<file path="src/rtl/euler_step_ctrl_if.sv">
// Handshake bundle between the Euler step controller and its operand pipes, multiplier and result RAM.
interface euler_step_ctrl_if #(
    parameter int unsigned ADD_SIZE = 16
);
    logic                start;
    logic                clear;
    logic [ADD_SIZE-1:0] step_count;
    logic [ADD_SIZE-1:0] base_addr;
    logic                data_ready1;
    logic                data_ready2;
    logic                add_ovf;
    logic                mul_done;
    logic                mul_ovf;
    logic                ack1;
    logic                ack2;
    logic                mul_start;
    logic                wr_en;
    logic [ADD_SIZE-1:0] wr_addr;
    logic                busy;
    logic                finished;
    logic                overflow_flag;
    logic [ADD_SIZE-1:0] steps_done;

    // Controller side: consumes requests and status, issues pulses and RAM strobes.
    modport master (
        input  start, clear, step_count, base_addr,
        input  data_ready1, data_ready2, add_ovf, mul_done, mul_ovf,
        output ack1, ack2, mul_start, wr_en, wr_addr,
        output busy, finished, overflow_flag, steps_done
    );

    // Environment side: pipes, multiplier, RAM and the run requester.
    modport slave (
        output start, clear, step_count, base_addr,
        output data_ready1, data_ready2, add_ovf, mul_done, mul_ovf,
        input  ack1, ack2, mul_start, wr_en, wr_addr,
        input  busy, finished, overflow_flag, steps_done
    );
endinterface

</file>
<file path="src/rtl/euler_step_ctrl.sv">
// Sequences N Euler steps: wait for both operands, launch the multiplier, write the result,
// and trap adder/multiplier overflow or multiplier timeout in a sticky error state.
module euler_step_ctrl #(
    parameter int unsigned ADD_SIZE    = 16,
    parameter int unsigned DATA_SIZE   = 16,
    parameter int unsigned MUL_TIMEOUT = 64
) (
    input  logic              clk,
    input  logic              rst,
    euler_step_ctrl_if.master bus
);

    localparam int unsigned TMO_W = $clog2(MUL_TIMEOUT + 1);

    localparam logic [2:0] ST_IDLE     = 3'd0;
    localparam logic [2:0] ST_WAIT_OPS = 3'd1;
    localparam logic [2:0] ST_MUL      = 3'd2;
    localparam logic [2:0] ST_WRITE    = 3'd3;
    localparam logic [2:0] ST_DONE     = 3'd4;
    localparam logic [2:0] ST_ERR      = 3'd5;

    // Parameter sanity; DATA_SIZE only describes the surrounding datapath.
    if (ADD_SIZE == 0) begin : g_bad_add_size
        $error("euler_step_ctrl: ADD_SIZE must be nonzero");
    end
    if (DATA_SIZE == 0) begin : g_bad_data_size
        $error("euler_step_ctrl: DATA_SIZE must be nonzero");
    end
    if (MUL_TIMEOUT == 0) begin : g_bad_timeout
        $error("euler_step_ctrl: MUL_TIMEOUT must be nonzero");
    end

    logic [2:0]          state_q,  state_nxt;
    logic [ADD_SIZE-1:0] n_q,      n_nxt;
    logic [ADD_SIZE-1:0] addr_q,   addr_nxt;
    logic [ADD_SIZE-1:0] steps_q,  steps_nxt;
    logic [TMO_W-1:0]    tmo_q,    tmo_nxt;
    logic                ovf_q,    ovf_nxt;
    logic                busy_q,   busy_nxt;
    logic                fin_q,    fin_nxt;
    logic                pulse_q,  pulse_nxt;
    logic                wr_en_q,  wr_en_nxt;
    logic [ADD_SIZE-1:0] steps_inc;

    assign steps_inc = steps_q + ADD_SIZE'(1);

    // Next state plus next values of every registered output.
    always_comb begin
        state_nxt = state_q;
        n_nxt     = n_q;
        addr_nxt  = addr_q;
        steps_nxt = steps_q;
        ovf_nxt   = ovf_q;

        if (bus.clear) begin
            state_nxt = ST_IDLE;
            addr_nxt  = '0;
            steps_nxt = '0;
            ovf_nxt   = 1'b0;
        end else begin
            case (state_q)
                ST_IDLE: begin
                    if (bus.start) begin
                        n_nxt     = bus.step_count;
                        addr_nxt  = bus.base_addr;
                        steps_nxt = '0;
                        state_nxt = (bus.step_count == '0) ? ST_DONE : ST_WAIT_OPS;
                    end
                end
                ST_WAIT_OPS: begin
                    if (bus.data_ready1 && bus.data_ready2) begin
                        state_nxt = bus.add_ovf ? ST_ERR : ST_MUL;
                    end
                end
                ST_MUL: begin
                    if (bus.mul_done) begin
                        state_nxt = bus.mul_ovf ? ST_ERR : ST_WRITE;
                    end else if (tmo_q == TMO_W'(MUL_TIMEOUT - 1)) begin
                        state_nxt = ST_ERR;
                    end
                end
                ST_WRITE: begin
                    addr_nxt  = addr_q + ADD_SIZE'(1);
                    steps_nxt = steps_inc;
                    state_nxt = (steps_inc == n_q) ? ST_DONE : ST_WAIT_OPS;
                end
                ST_DONE: begin
                    state_nxt = ST_IDLE;
                end
                ST_ERR: begin
                    state_nxt = ST_ERR;
                end
                default: begin
                    state_nxt = ST_IDLE;
                end
            endcase
        end

        if (state_nxt == ST_ERR) begin
            ovf_nxt = 1'b1;
        end

        // Counts cycles already spent in MUL; any fresh entry starts again from zero.
        tmo_nxt   = ((state_q == ST_MUL) && (state_nxt == ST_MUL)) ? (tmo_q + TMO_W'(1)) : '0;
        pulse_nxt = (state_nxt == ST_MUL) && (state_q != ST_MUL);
        wr_en_nxt = (state_nxt == ST_WRITE);
        fin_nxt   = (state_nxt == ST_DONE);
        busy_nxt  = (state_nxt == ST_WAIT_OPS) || (state_nxt == ST_MUL) ||
                    (state_nxt == ST_WRITE)    || (state_nxt == ST_ERR);
    end

    always_ff @(posedge clk or negedge rst) begin
        if (!rst) begin
            state_q <= ST_IDLE;
            n_q     <= '0;
            addr_q  <= '0;
            steps_q <= '0;
            tmo_q   <= '0;
            ovf_q   <= 1'b0;
            busy_q  <= 1'b0;
            fin_q   <= 1'b0;
            pulse_q <= 1'b0;
            wr_en_q <= 1'b0;
        end else begin
            state_q <= state_nxt;
            n_q     <= n_nxt;
            addr_q  <= addr_nxt;
            steps_q <= steps_nxt;
            tmo_q   <= tmo_nxt;
            ovf_q   <= ovf_nxt;
            busy_q  <= busy_nxt;
            fin_q   <= fin_nxt;
            pulse_q <= pulse_nxt;
            wr_en_q <= wr_en_nxt;
        end
    end

    // One launch flop drives both operand acks and the multiplier start.
    assign bus.ack1          = pulse_q;
    assign bus.ack2          = pulse_q;
    assign bus.mul_start     = pulse_q;
    assign bus.wr_en         = wr_en_q;
    assign bus.wr_addr       = addr_q;
    assign bus.busy          = busy_q;
    assign bus.finished      = fin_q;
    assign bus.overflow_flag = ovf_q;
    assign bus.steps_done    = steps_q;

endmodule
</file>
<file path="src/flat_wrapper.sv">
// flat-port wrapper written by rule: the top's interface ports become plain ports
module euler_step_ctrl_flat 
#(
    parameter int unsigned ADD_SIZE    = 16,
    parameter int unsigned DATA_SIZE   = 16,
    parameter int unsigned MUL_TIMEOUT = 64
)
  (clk, rst, bus_start, bus_clear, bus_step_count, bus_base_addr, bus_data_ready1, bus_data_ready2, bus_add_ovf, bus_mul_done, bus_mul_ovf, bus_ack1, bus_ack2, bus_mul_start, bus_wr_en, bus_wr_addr, bus_busy, bus_finished, bus_overflow_flag, bus_steps_done);
  euler_step_ctrl_if #(.ADD_SIZE(ADD_SIZE)) bus_i ();
  input  logic clk;
  input  logic rst;
  input wire logic [$bits(bus_i.start)-1:0] bus_start;
  input wire logic [$bits(bus_i.clear)-1:0] bus_clear;
  input wire logic [$bits(bus_i.step_count)-1:0] bus_step_count;
  input wire logic [$bits(bus_i.base_addr)-1:0] bus_base_addr;
  input wire logic [$bits(bus_i.data_ready1)-1:0] bus_data_ready1;
  input wire logic [$bits(bus_i.data_ready2)-1:0] bus_data_ready2;
  input wire logic [$bits(bus_i.add_ovf)-1:0] bus_add_ovf;
  input wire logic [$bits(bus_i.mul_done)-1:0] bus_mul_done;
  input wire logic [$bits(bus_i.mul_ovf)-1:0] bus_mul_ovf;
  output wire logic [$bits(bus_i.ack1)-1:0] bus_ack1;
  output wire logic [$bits(bus_i.ack2)-1:0] bus_ack2;
  output wire logic [$bits(bus_i.mul_start)-1:0] bus_mul_start;
  output wire logic [$bits(bus_i.wr_en)-1:0] bus_wr_en;
  output wire logic [$bits(bus_i.wr_addr)-1:0] bus_wr_addr;
  output wire logic [$bits(bus_i.busy)-1:0] bus_busy;
  output wire logic [$bits(bus_i.finished)-1:0] bus_finished;
  output wire logic [$bits(bus_i.overflow_flag)-1:0] bus_overflow_flag;
  output wire logic [$bits(bus_i.steps_done)-1:0] bus_steps_done;
  assign bus_i.start = bus_start;
  assign bus_i.clear = bus_clear;
  assign bus_i.step_count = bus_step_count;
  assign bus_i.base_addr = bus_base_addr;
  assign bus_i.data_ready1 = bus_data_ready1;
  assign bus_i.data_ready2 = bus_data_ready2;
  assign bus_i.add_ovf = bus_add_ovf;
  assign bus_i.mul_done = bus_mul_done;
  assign bus_i.mul_ovf = bus_mul_ovf;
  assign bus_ack1 = bus_i.ack1;
  assign bus_ack2 = bus_i.ack2;
  assign bus_mul_start = bus_i.mul_start;
  assign bus_wr_en = bus_i.wr_en;
  assign bus_wr_addr = bus_i.wr_addr;
  assign bus_busy = bus_i.busy;
  assign bus_finished = bus_i.finished;
  assign bus_overflow_flag = bus_i.overflow_flag;
  assign bus_steps_done = bus_i.steps_done;
  euler_step_ctrl #(.ADD_SIZE(ADD_SIZE), .DATA_SIZE(DATA_SIZE), .MUL_TIMEOUT(MUL_TIMEOUT)) u_core (.clk(clk), .rst(rst), .bus(bus_i));
endmodule
</file>
<file path="config.mk">
export PLATFORM = sky130hd
export DESIGN_NAME = euler_step_ctrl_flat
export DESIGN_NICKNAME = d
export VERILOG_FILES = /design/src/rtl/euler_step_ctrl_if.sv /design/src/rtl/euler_step_ctrl.sv /design/src/flat_wrapper.sv
export SDC_FILE = /design/constraint.sdc
export NUM_CORES = 1
export LEC_CHECK = 0
export BUFFER_PORTS_ARGS = -buffer_cell sky130_fd_sc_hd__buf_2
export CORE_MARGIN = 2
export CORE_UTILIZATION = 35
export CTS_CLUSTER_SIZE = 16
export DETAILED_ROUTE_END_ITERATION = 12
export GPL_TIMING_DRIVEN = 1
export MAX_ROUTING_LAYER = met4
export PLACE_DENSITY_LB_ADDON = 0.05
export SYNTH_ARGS = -nofsm -noshare
export SYNTH_HDL_FRONTEND = slang
export SYNTH_SLANG_ARGS = --single-unit
</file>
<file path="constraint.sdc">
create_clock -name clk -period 2.3 [get_ports clk]
set_input_delay 0.46 -clock clk [delete_from_list [all_inputs] [get_ports clk]]
set_output_delay 0.46 -clock clk [all_outputs]
set_load 0.01 [all_outputs]
</file>
; ---- After elaboration in Yosys (flattened, before gate mapping)
; Index checks and enable logic that the tools add are counted.
; Widths: inputs -> output; s select.
[totals]
register_bits = 63
[classes]
bitwise_logic = 1
n_mux = 19
add_sub_neg = 3
n_reduce_logical = 12
eq_ne = 13
[ops]
columns = operator, n
row1 = $mux 16, 4
row2 = $pmux 16 s2, 2
row3 = $add 16x1->16 const B, 2
row4 = $mux 3, 9
row5 = $eq 16x16->1, 1
row6 = $logic_not 16->1, 1
row7 = $pmux 3 s5, 1
row8 = $eq 3x2->1 const B, 4
row9 = $eq 3x3->1 const B, 3
row10 = $add 7x1->7 const B, 1
row11 = $eq 7x6->1 const B, 1
row12 = $mux 7, 1
row13 = $eq 3x1->1 const B, 2
row14 = $logic_and 1x1->1, 3
row15 = $logic_not 3->1, 1
row16 = $logic_or 1x1->1, 3
row17 = $ne 3x2->1 const B, 1
row18 = $ne 3x3->1 const B, 1
row19 = $reduce_and 3->1, 1
row20 = $reduce_bool 3->1, 1
row21 = $mux 1, 2
row22 = $reduce_and 2->1, 1
row23 = $reduce_bool 2->1, 1
row24 = $not 1->1, 1

; ---- Longest topological paths before layout
; Gate-level depths: netlist of the first run.
[depth]
depth_word = 9
ltp_mapped = 9
depth_no_buf = 9

; ---- Least setup slack after synthesis of the first run
; No wires, ideal clock.
[synth_path]
path_type = flip-flop to flip-flop
start = register u_core.steps_q[0] (netlist: u_core.bus.steps_done[0])
end = register u_core.ovf_q (netlist: u_core.bus.overflow_flag)
setup_ps = 139
arrival_ps = 2278
synth_period_minus_slack_ps = 2418
path_stages_with_launch = 9
setup_slack_ps = -118
path_cell_list = dfrtp_1 > ha_1 > xor3_1 > a2111oi_2 > nand4_1 > nor4_2 > a41oi_1 > a211oi_1 > a211oi_1
[synth_between]
elab_chain_cells = 7
elab_cells_between_ends = 8
classes_between = 1 x add/sub / 2 x eq/ne / 4 x mux / 1 x reduce/logical
[synth_rtl]
columns = item, line
row1 = "start, declared", euler_step_ctrl.sv:36  ; logic [ADD_SIZE-1:0] steps_q, steps_nxt;
row2 = "start signal, assigned", euler_step_ctrl.sv:128  ; steps_q <= steps_nxt;
row3 = $add 16x1->16 (*), euler_step_ctrl.sv:45  ; assign steps_inc = steps_q + ADD_SIZE'(1);
row4 = $eq 16x16->1 (*), euler_step_ctrl.sv:85  ; state_nxt = (steps_inc == n_q) ? ST_DONE : ST_WAIT_OPS;
row5 = $mux 3 (*), euler_step_ctrl.sv:85
row6 = $pmux 3 s5 (*), euler_step_ctrl.sv:61  ; case (state_q)
row7 = $mux 3 (*), euler_step_ctrl.sv:55  ; if (bus.clear) begin
row8 = $eq 3x3->1 (*), euler_step_ctrl.sv:99  ; if (state_nxt == ST_ERR) begin
row9 = $mux 1 or $reduce_bool 2->1 (tied branches), n/a
row10 = "end signal, assigned", euler_step_ctrl.sv:130  ; ovf_q <= ovf_nxt;
row11 = "end, declared", euler_step_ctrl.sv:38  ; logic ovf_q, ovf_nxt;
; Every way passes the cells marked *; elsewhere a longest branch is shown, timed or not.
; A chain may end at the register's enable or synchronous reset.

; ---- Worst setup path in the final report of the first run
[layout_path]
start = register u_core.steps_q[1] (netlist: u_core.bus.steps_done[1])
end = register u_core.state_q[0]
[layout_between]
elab_chain_cells = 5
[layout_rtl]
columns = item, line
row1 = $add 16x1->16, euler_step_ctrl.sv:45
row2 = $eq 16x16->1, euler_step_ctrl.sv:85
row3 = $mux 3, euler_step_ctrl.sv:85
row4 = $pmux 3 s5, euler_step_ctrl.sv:61
row5 = $mux 3, euler_step_ctrl.sv:55
row6 = net u_core.state_nxt[0], euler_step_ctrl.sv:33  ; logic [2:0] state_q, state_nxt;
row7 = "end signal, assigned", euler_step_ctrl.sv:125  ; state_q <= state_nxt;
row8 = "end, declared", euler_step_ctrl.sv:33
; The timed path passes the listed nets, and every way through them passes these cells.

==> impl_metrics.json, run 1 <==
{
  "status": "finished clean",
  "use_met3_pct": 3.71,
  "route.vias.total": 3328,
  "slew_headroom_pct": 46.9,
  "drtAntennaViolNets": 0,
  "slew_viol_final": 0,
  "drive_gt1_share_pct": 33.5,
  "post_drt_via_cell_ratio": 5.24,
  "gp_congestion": 0.857,
  "die_area_um2": 11200,
  "grt_pass1_wl_um": 17100,
  "use_met1_pct": 26.5,
  "skew_ps": 8.87,
  "crit_type": "flip-flop to flip-flop",
  "grt_max_degree": 29,
  "track_usage_pct": 20.1,
  "p_total_w": 0.00274,
  "start_util_pct": 35.6,
  "regArea_um2": 1580,
  "arrival_ps": 2490,
  "drt_iter0_markers": 141,
  "synth_cell_types": 54,
  "period_minus_slack_ps": 2280,
  "cts_buffers": 9,
  "syn_area_per_cell_um2": 9.23,
  "maxCapViolCount": 0,
  "synthArstFlopShare_pct": 100,
  "max_stage_delay_ps": 430,
  "drt-total-wl_um": 10500,
  "nFillCells": 1021,
  "drcViolationCount": 0,
  "worstMarginPinSlew_ps": 794,
  "ios": 80,
  "clock-sinks": 63,
  "hp-class": "input pin to asynchronous set/reset pin",
  "cpLargestDelayFamily": "compound AO/OA/AOI/OAI gates",
  "syn_area_um2": 3630,
  "synth_flop_cell": "dfrtp_1",
  "ff2ff_setup_slack_ps": 20,
  "die_w_um": 106,
  "worstPathMaxFanout": 3,
  "first_global_vias": 3325,
  "synth-seq-cells": 63,
  "max_freq_mhz": 439,
  "first_pass_iters": 5,
  "cts_hold_buf": 0,
  "layout_common_cells": "buf_2 (79), dfrtp_1 (60), nand2_1 (46), nor2_1 (42), o21ai_0 (37)",
  "h-tree-depth": 3,
  "insertion_delay_ps": 350,
  "post-route-period-util_pct": 98.9,
  "critical-path-slowest-cell": "dfrtp_2",
  "clockBufferDepth": 2,
  "path_clk_slew_ps": 70,
  "vdd_ir_drop_max_mv": 0.212,
  "final_common_cell": "buf_2",
  "rsz0062_at_grt": "true",
  "startpoint_type": "flip-flop",
  "grt_use_met2_pct": 30.7,
  "numPortBuffers": 79,
  "wl_per_cell_um": 16.6,
  "syn-num-nets": 437,
  "worst-path-buf-inv": 1,
  "dpl.hpwl_um": 7510,
  "synth-edff-count": 0,
  "endpoint_kind": "flip-flop",
  "r2r_end": "u_core.state_q[0]$_DFF_PN0_",
  "setup_slack_ps": 24.6,
  "cts_root_buf": "clkbuf_8",
  "critPathRequiredTime_ps": 2510,
  "utilization_pct": 45.5,
  "reg2reg_depth": 9,
  "grt_overflow": 0,
  "crit_chain": "ha_4 -> xor2_2 -> a2111oi_4 -> nand4_1 -> nor4_4 -> a41oi_2 -> a21oi_2 -> buf_4 -> a211oi_1",
  "syn_to_final_growth_pct": 27.8,
  "ys_seq_area_share_pct": 43.4,
  "fp.coreArea_um2": 10200,
  "top_usage_layer": "met2",
  "dieHeight_um": 106,
  "hold_slack_ps": 18.1,
  "hold_violations": 0,
  "pwr_density_cell_nw_per_um2": 591,
  "final_nets": 538,
  "row_count": 37,
  "yosys_warnings": 0,
  "p_leak_nw": 2.11,
  "place_ws_ps": -58.3,
  "cts_tree": "done",
  "postSynthCellCount": 393,
  "antenna_found_initial": 0,
  "r2r_start": "u_core.bus.steps_done[1]$_DFFE_PN0P_",
  "num_antenna_cells": 0,
  "multi_input_area_um2": 2020,
  "setup_violations": 0
}
## logic make-up (layout without fill, tap and decap cells)
kind of cell	Yosys count	after routing	share of synthesized area [%]
muxes	17	17	5.24
adders and majority gates	3	3	1.03
AOI/OAI and AO/OA	92	92	16.3
buffers and inverters	27	133	3.52
xor gates and xnor gates	28	28	7.93
and+or+nand+nor	163	163	22.5
DFF	63	63	43.4
## what timing repair did
action                     CTS  global route
buffers inserted             2             1
gates resized for setup      3            10
pin swaps                    6             8
setup endpoints to repair    4            16
## worst max-delay path by stage
stage	from	slack (ps)	depth (start not counted)	endpoint
detailed placement	u_core.bus.steps_done[0]$_DFFE_PN0P_	-60	8	u_core.bus.finished$_DFF_PN0_
global route	u_core.bus.steps_done[1]$_DFFE_PN0P_	-80	9	u_core.bus.busy$_DFF_PN0_
floorplan	u_core.bus.steps_done[0]$_DFFE_PN0P_	70	8	u_core.bus.overflow_flag$_DFFE_PN0P_
finish	u_core.bus.steps_done[1]$_DFFE_PN0P_	20	9	u_core.state_q[0]$_DFF_PN0_
CTS	u_core.bus.steps_done[0]$_DFFE_PN0P_	10	8	u_core.bus.finished$_DFF_PN0_
global placement	u_core.bus.steps_done[0]$_DFFE_PN0P_	-30	8	u_core.bus.finished$_DFF_PN0_
## routing by layer
metal  wire, um  up-vias
met1       4890     1587
met2       4980       92
met4        219        0
li1           -     1628
met3        444       21
met5          0        -
## area by class of cell
cell class              count  area share (%)
clock buffers              12            3.13
inverters                   3           0.243
multi-input cells         303            43.5
repair buffers            114            14.5
flip-flops and latches     63            34.1
clock inverters             4           0.971
well taps                 136            3.67
## where the power goes
group | total [W] | switching [W] | internal [W]
Clock | 0.000974 | 0.000448 | 0.000526
Combinational | 0.000488 | 0.000247 | 0.000240
Sequential | 0.00128 | 0.0000847 | 0.00119
## flip-flops by register name, summed over array words and instances, names as in the netlist, 3 cells and up
register and count:
u_core.bus.steps_done 16, u_core.bus.wr_addr 16, u_core.n_q 16, u_core.state_q 3, u_core.tmo_q 7
## worst reg2reg max path, delay by kind of cell (launching register included)
family / cells / cell delay, ps
compound gates: 4 / 710
xor+xnor: 1 / 160
flops: 1 / 430
buf+inv: 1 / 140
fa+ha+maj: 1 / 250
simple gates: 2 / 450
## per-stage QoR
stage / cell area [um2] / std cells / TNS (ps)
global route: 4640 / 635 / -283
detailed placement: 4350 / 616 / -138
CTS: 4570 / 634 / 0
floorplan: 3640 / 393 / 0
finish: 4640 / 635 / 0
global placement: 4350 / 616 / -32.7
## cells in the mapped netlist, types with 2 or more instances
cell type	instances	area share [%]
ha_1	3	1.0
and3_1	8	1.4
nand2b_1	4	0.69
a221oi_1	4	0.97
a211oi_1	6	1.2
nand2_1	46	4.8
clkbuf_1	14	1.4
buf_2	6	0.83
a22oi_1	6	1.2
a311oi_1	3	0.72
xnor3_1	2	1.2
nor4_1	5	0.86
o21ai_0	37	5.1
a21oi_1	14	1.9
mux2_2	16	5.0
a222oi_1	2	0.55
o31ai_1	3	0.62
inv_1	3	0.31
and4_1	4	0.97
nand4_1	7	1.2
nand3_1	13	1.8
xor2_1	10	2.4
a31oi_1	5	0.86
dfrtp_1	63	43
nor2_1	43	4.4
buf_4	3	0.62
xnor2_1	15	3.6
nor4_2	2	0.69
nor3_1	9	1.2
nor3b_1	5	1.0
nor2b_1	7	1.2
o22ai_1	2	0.34
and2_1	2	0.34
No activity file was read; power rests on OpenSTA's default activity.
==> run 2: changes to the inputs <==
--- a/config.mk
+++ b/config.mk
@@ -5,11 +5,11 @@
 export SDC_FILE = /design/constraint.sdc
 export NUM_CORES = 1
 export LEC_CHECK = 0
-export BUFFER_PORTS_ARGS = -buffer_cell sky130_fd_sc_hd__buf_2
 export CORE_MARGIN = 2
 export CORE_UTILIZATION = 35
 export CTS_CLUSTER_SIZE = 16
 export DETAILED_ROUTE_END_ITERATION = 12
+export DONT_BUFFER_PORTS = 1
 export GPL_TIMING_DRIVEN = 1
 export MAX_ROUTING_LAYER = met4
 export PLACE_DENSITY_LB_ADDON = 0.05
==> run 2 against run 1 <==
Effect of this change:
- setup slack improved by 11 ps
- non-clock buffer count decreased by 69
- die area stayed put
- critical path depth stayed put
- first-iteration DRC count down 22%
- cell count down 11%
- routed wire length is 0.83% lower
- sequential power hardly changed
- clock skew up 2.7 ps
- critical path type unchanged
- largest cell class unchanged
==> impl_metrics.json, run 2 (synthesis gave the netlist of run 1 again) <==
{
  "status": "finished clean",
  "setup_slack_ps": 35.9,
  "skew_ps": 11.6,
  "antenna_found_initial": 0,
  "startpoint_type": "flip-flop",
  "cts_root_buf": "clkbuf_8",
  "fp.coreArea_um2": 10200,
  "path_clk_slew_ps": 70,
  "clock-sinks": 63,
  "drcViolationCount": 0,
  "grt_max_degree": 64,
  "insertion_delay_ps": 350,
  "endpoint_kind": "flip-flop",
  "multi_input_area_um2": 1980,
  "final_common_cell": "dfrtp_1",
  "ios": 80,
  "hold_violations": 0,
  "post-route-period-util_pct": 98.4,
  "regArea_um2": 1580,
  "first_global_vias": 3171,
  "setup_violations": 0,
  "dpl.hpwl_um": 7350,
  "drtAntennaViolNets": 0,
  "critical-path-slowest-cell": "dfrtp_2",
  "utilization_pct": 42.5,
  "p_sw_w": 0.000740,
  "maxCapViolCount": 0,
  "intPower_w": 0.00205,
  "vdd_ir_drop_max_mv": 0.220,
  "route.vias.total": 3084,
  "final_nets": 469,
  "switching_share_pct": 26.5,
  "period_minus_slack_ps": 2260,
  "die_w_um": 106,
  "layout_common_cells": "dfrtp_1 (60), nand2_1 (46), buf_4 (43), nor2_1 (41), o21ai_0 (37)",
  "p_leak_nw": 1.83,
  "grt_overflow": 0,
  "hold_slack_ps": 165,
  "worstMarginPinSlew_ps": 757,
  "row_count": 37,
  "rsz0062_at_grt": "true",
  "worstPathMaxFanout": 5,
  "post_drt_via_cell_ratio": 5.45,
  "reg2reg_depth": 9,
  "die_area_um2": 11200,
  "clock_power_share_pct": 40.0,
  "pwr_density_cell_nw_per_um2": 646,
  "max_stage_delay_ps": 420,
  "first_pass_iters": 5,
  "wl_per_cell_um": 18.5,
  "h-tree-depth": 3,
  "gp_congestion": 0.824,
  "crit_chain": "ha_4 -> buf_4 -> and4_1 -> a211oi_1 -> o21bai_1 -> a221oi_2 -> a41oi_2 -> a21oi_2 -> nor3b_2",
  "drive_gt1_share_pct": 21.4,
  "numPortBuffers": 0,
  "dieHeight_um": 106,
  "clockBufferDepth": 2,
  "nFillCells": 1034,
  "drt_iter0_markers": 110,
  "critPathRequiredTime_ps": 2580,
  "track_usage_pct": 20.1,
  "num_antenna_cells": 0,
  "cts_buffers": 9,
  "max_freq_mhz": 442,
  "crit_type": "flip-flop to flip-flop",
  "power_frac_comb_pct": 13.8,
  "cts_tree": "done",
  "start_util_pct": 35.6,
  "slew_headroom_pct": 49.5,
  "syn_to_final_growth_pct": 19.3,
  "arrival_ps": 2540,
  "place_ws_ps": 24.2,
  "grt_pass1_wl_um": 16700,
  "slew_viol_final": 0,
  "whs_path_depth": 1,
  "pwr-share-seq_pct": 46.2,
  "drt-total-wl_um": 10400,
  "hp-class": "input pin to flip-flop"
}
run 2: cell types whose count changed in the layout (fill, tap and decap cells not counted), sizes merged:
cell	delta
clkbuf	+1
clkinv	-2
bufinv	+1
buf	-70
dlygate4sd3	+1
run 2: final cells by class:
class | count | share of cell area, %
multi-input combinational | 303 | 45.8
sequential | 63 | 36.5
timing repair buffer | 45 | 8.33
tap | 136 | 3.93
clock buffer | 13 | 3.67
clock inverter | 3 | 1.50
inverter | 3 | 0.260
run 2: final timing paths:
kind,from,end,slack (ps)
worst max-delay path,u_core.bus.steps_done[1]$_DFFE_PN0P_,u_core.bus.finished$_DFF_PN0_,40
max in group asynchronous,rst,u_core.tmo_q[6]$_DFF_PN0_,1380
worst max register to register,u_core.bus.steps_done[1]$_DFFE_PN0P_,u_core.bus.finished$_DFF_PN0_,40
worst min-delay path,bus_clear,u_core.bus.wr_addr[1]$_DFFE_PN0P_,170
min in group asynchronous,rst,u_core.bus.steps_done[1]$_DFFE_PN0P_,650
worst min register to register,u_core.tmo_q[0]$_DFF_PN0_,u_core.tmo_q[0]$_DFF_PN0_,450
run 2: timing repair:
action / 4_1_cts / 5_1_grt
hold buffers: 2 / 0
setup buffers: 0 / 0
pin swaps: 0 / 4
resized for setup: 1 / 7
setup endpoints to repair: 2 / 16
hold endpoints to repair: 63 / 0
run 2: per-stage QoR:
stage | cells | power, W | area (um2) | setup TNS (ps)
floorplan | 393 | 0.00157 | 3640 | 0
global placement | 548 | 0.00166 | 4020 | 0
detailed placement | 548 | 0.00166 | 4020 | 0
CTS | 566 | 0.00283 | 4290 | 0
global route | 566 | 0.00293 | 4330 | -647
finish | 566 | 0.00279 | 4330 | 0
run 2: power groups by stage:
stage / combinational [W] / sequential [W] / clock [W]
after global placement: 0.000345 / 0.00131 / 0
after global routing: 0.000430 / 0.00131 / 0.00120
after floorplan: 0.000285 / 0.00129 / 0
final: 0.000386 / 0.00129 / 0.00112
after CTS: 0.000384 / 0.00129 / 0.00115
after detailed placement: 0.000350 / 0.00131 / 0
run 2: metal layers:
| layer | vias up | part of all wire (%) | track usage [%] |
|---|---|---|---|
| li1 | 1484 | - | - |
| met1 | 1491 | 46 | 25.7 |
| met2 | 81 | 45 | 29.4 |
| met3 | 28 | 5.3 | 4.70 |
| met4 | 0 | 3.8 | 11.2 |
| met5 | - | 0 | - |
run 2: worst max-delay path, delay by kind of cell, from the launching register on:
| kind | cells | cell delay (ps) |
|---|---|---|
| AO/OA/AOI/OAI | 5 | 1120 |
| AND/OR/NAND/NOR | 2 | 350 |
| buffers and inverters | 1 | 140 |
| adder cells (fa/ha/maj) | 1 | 160 |
| flip-flops | 1 | 420 |
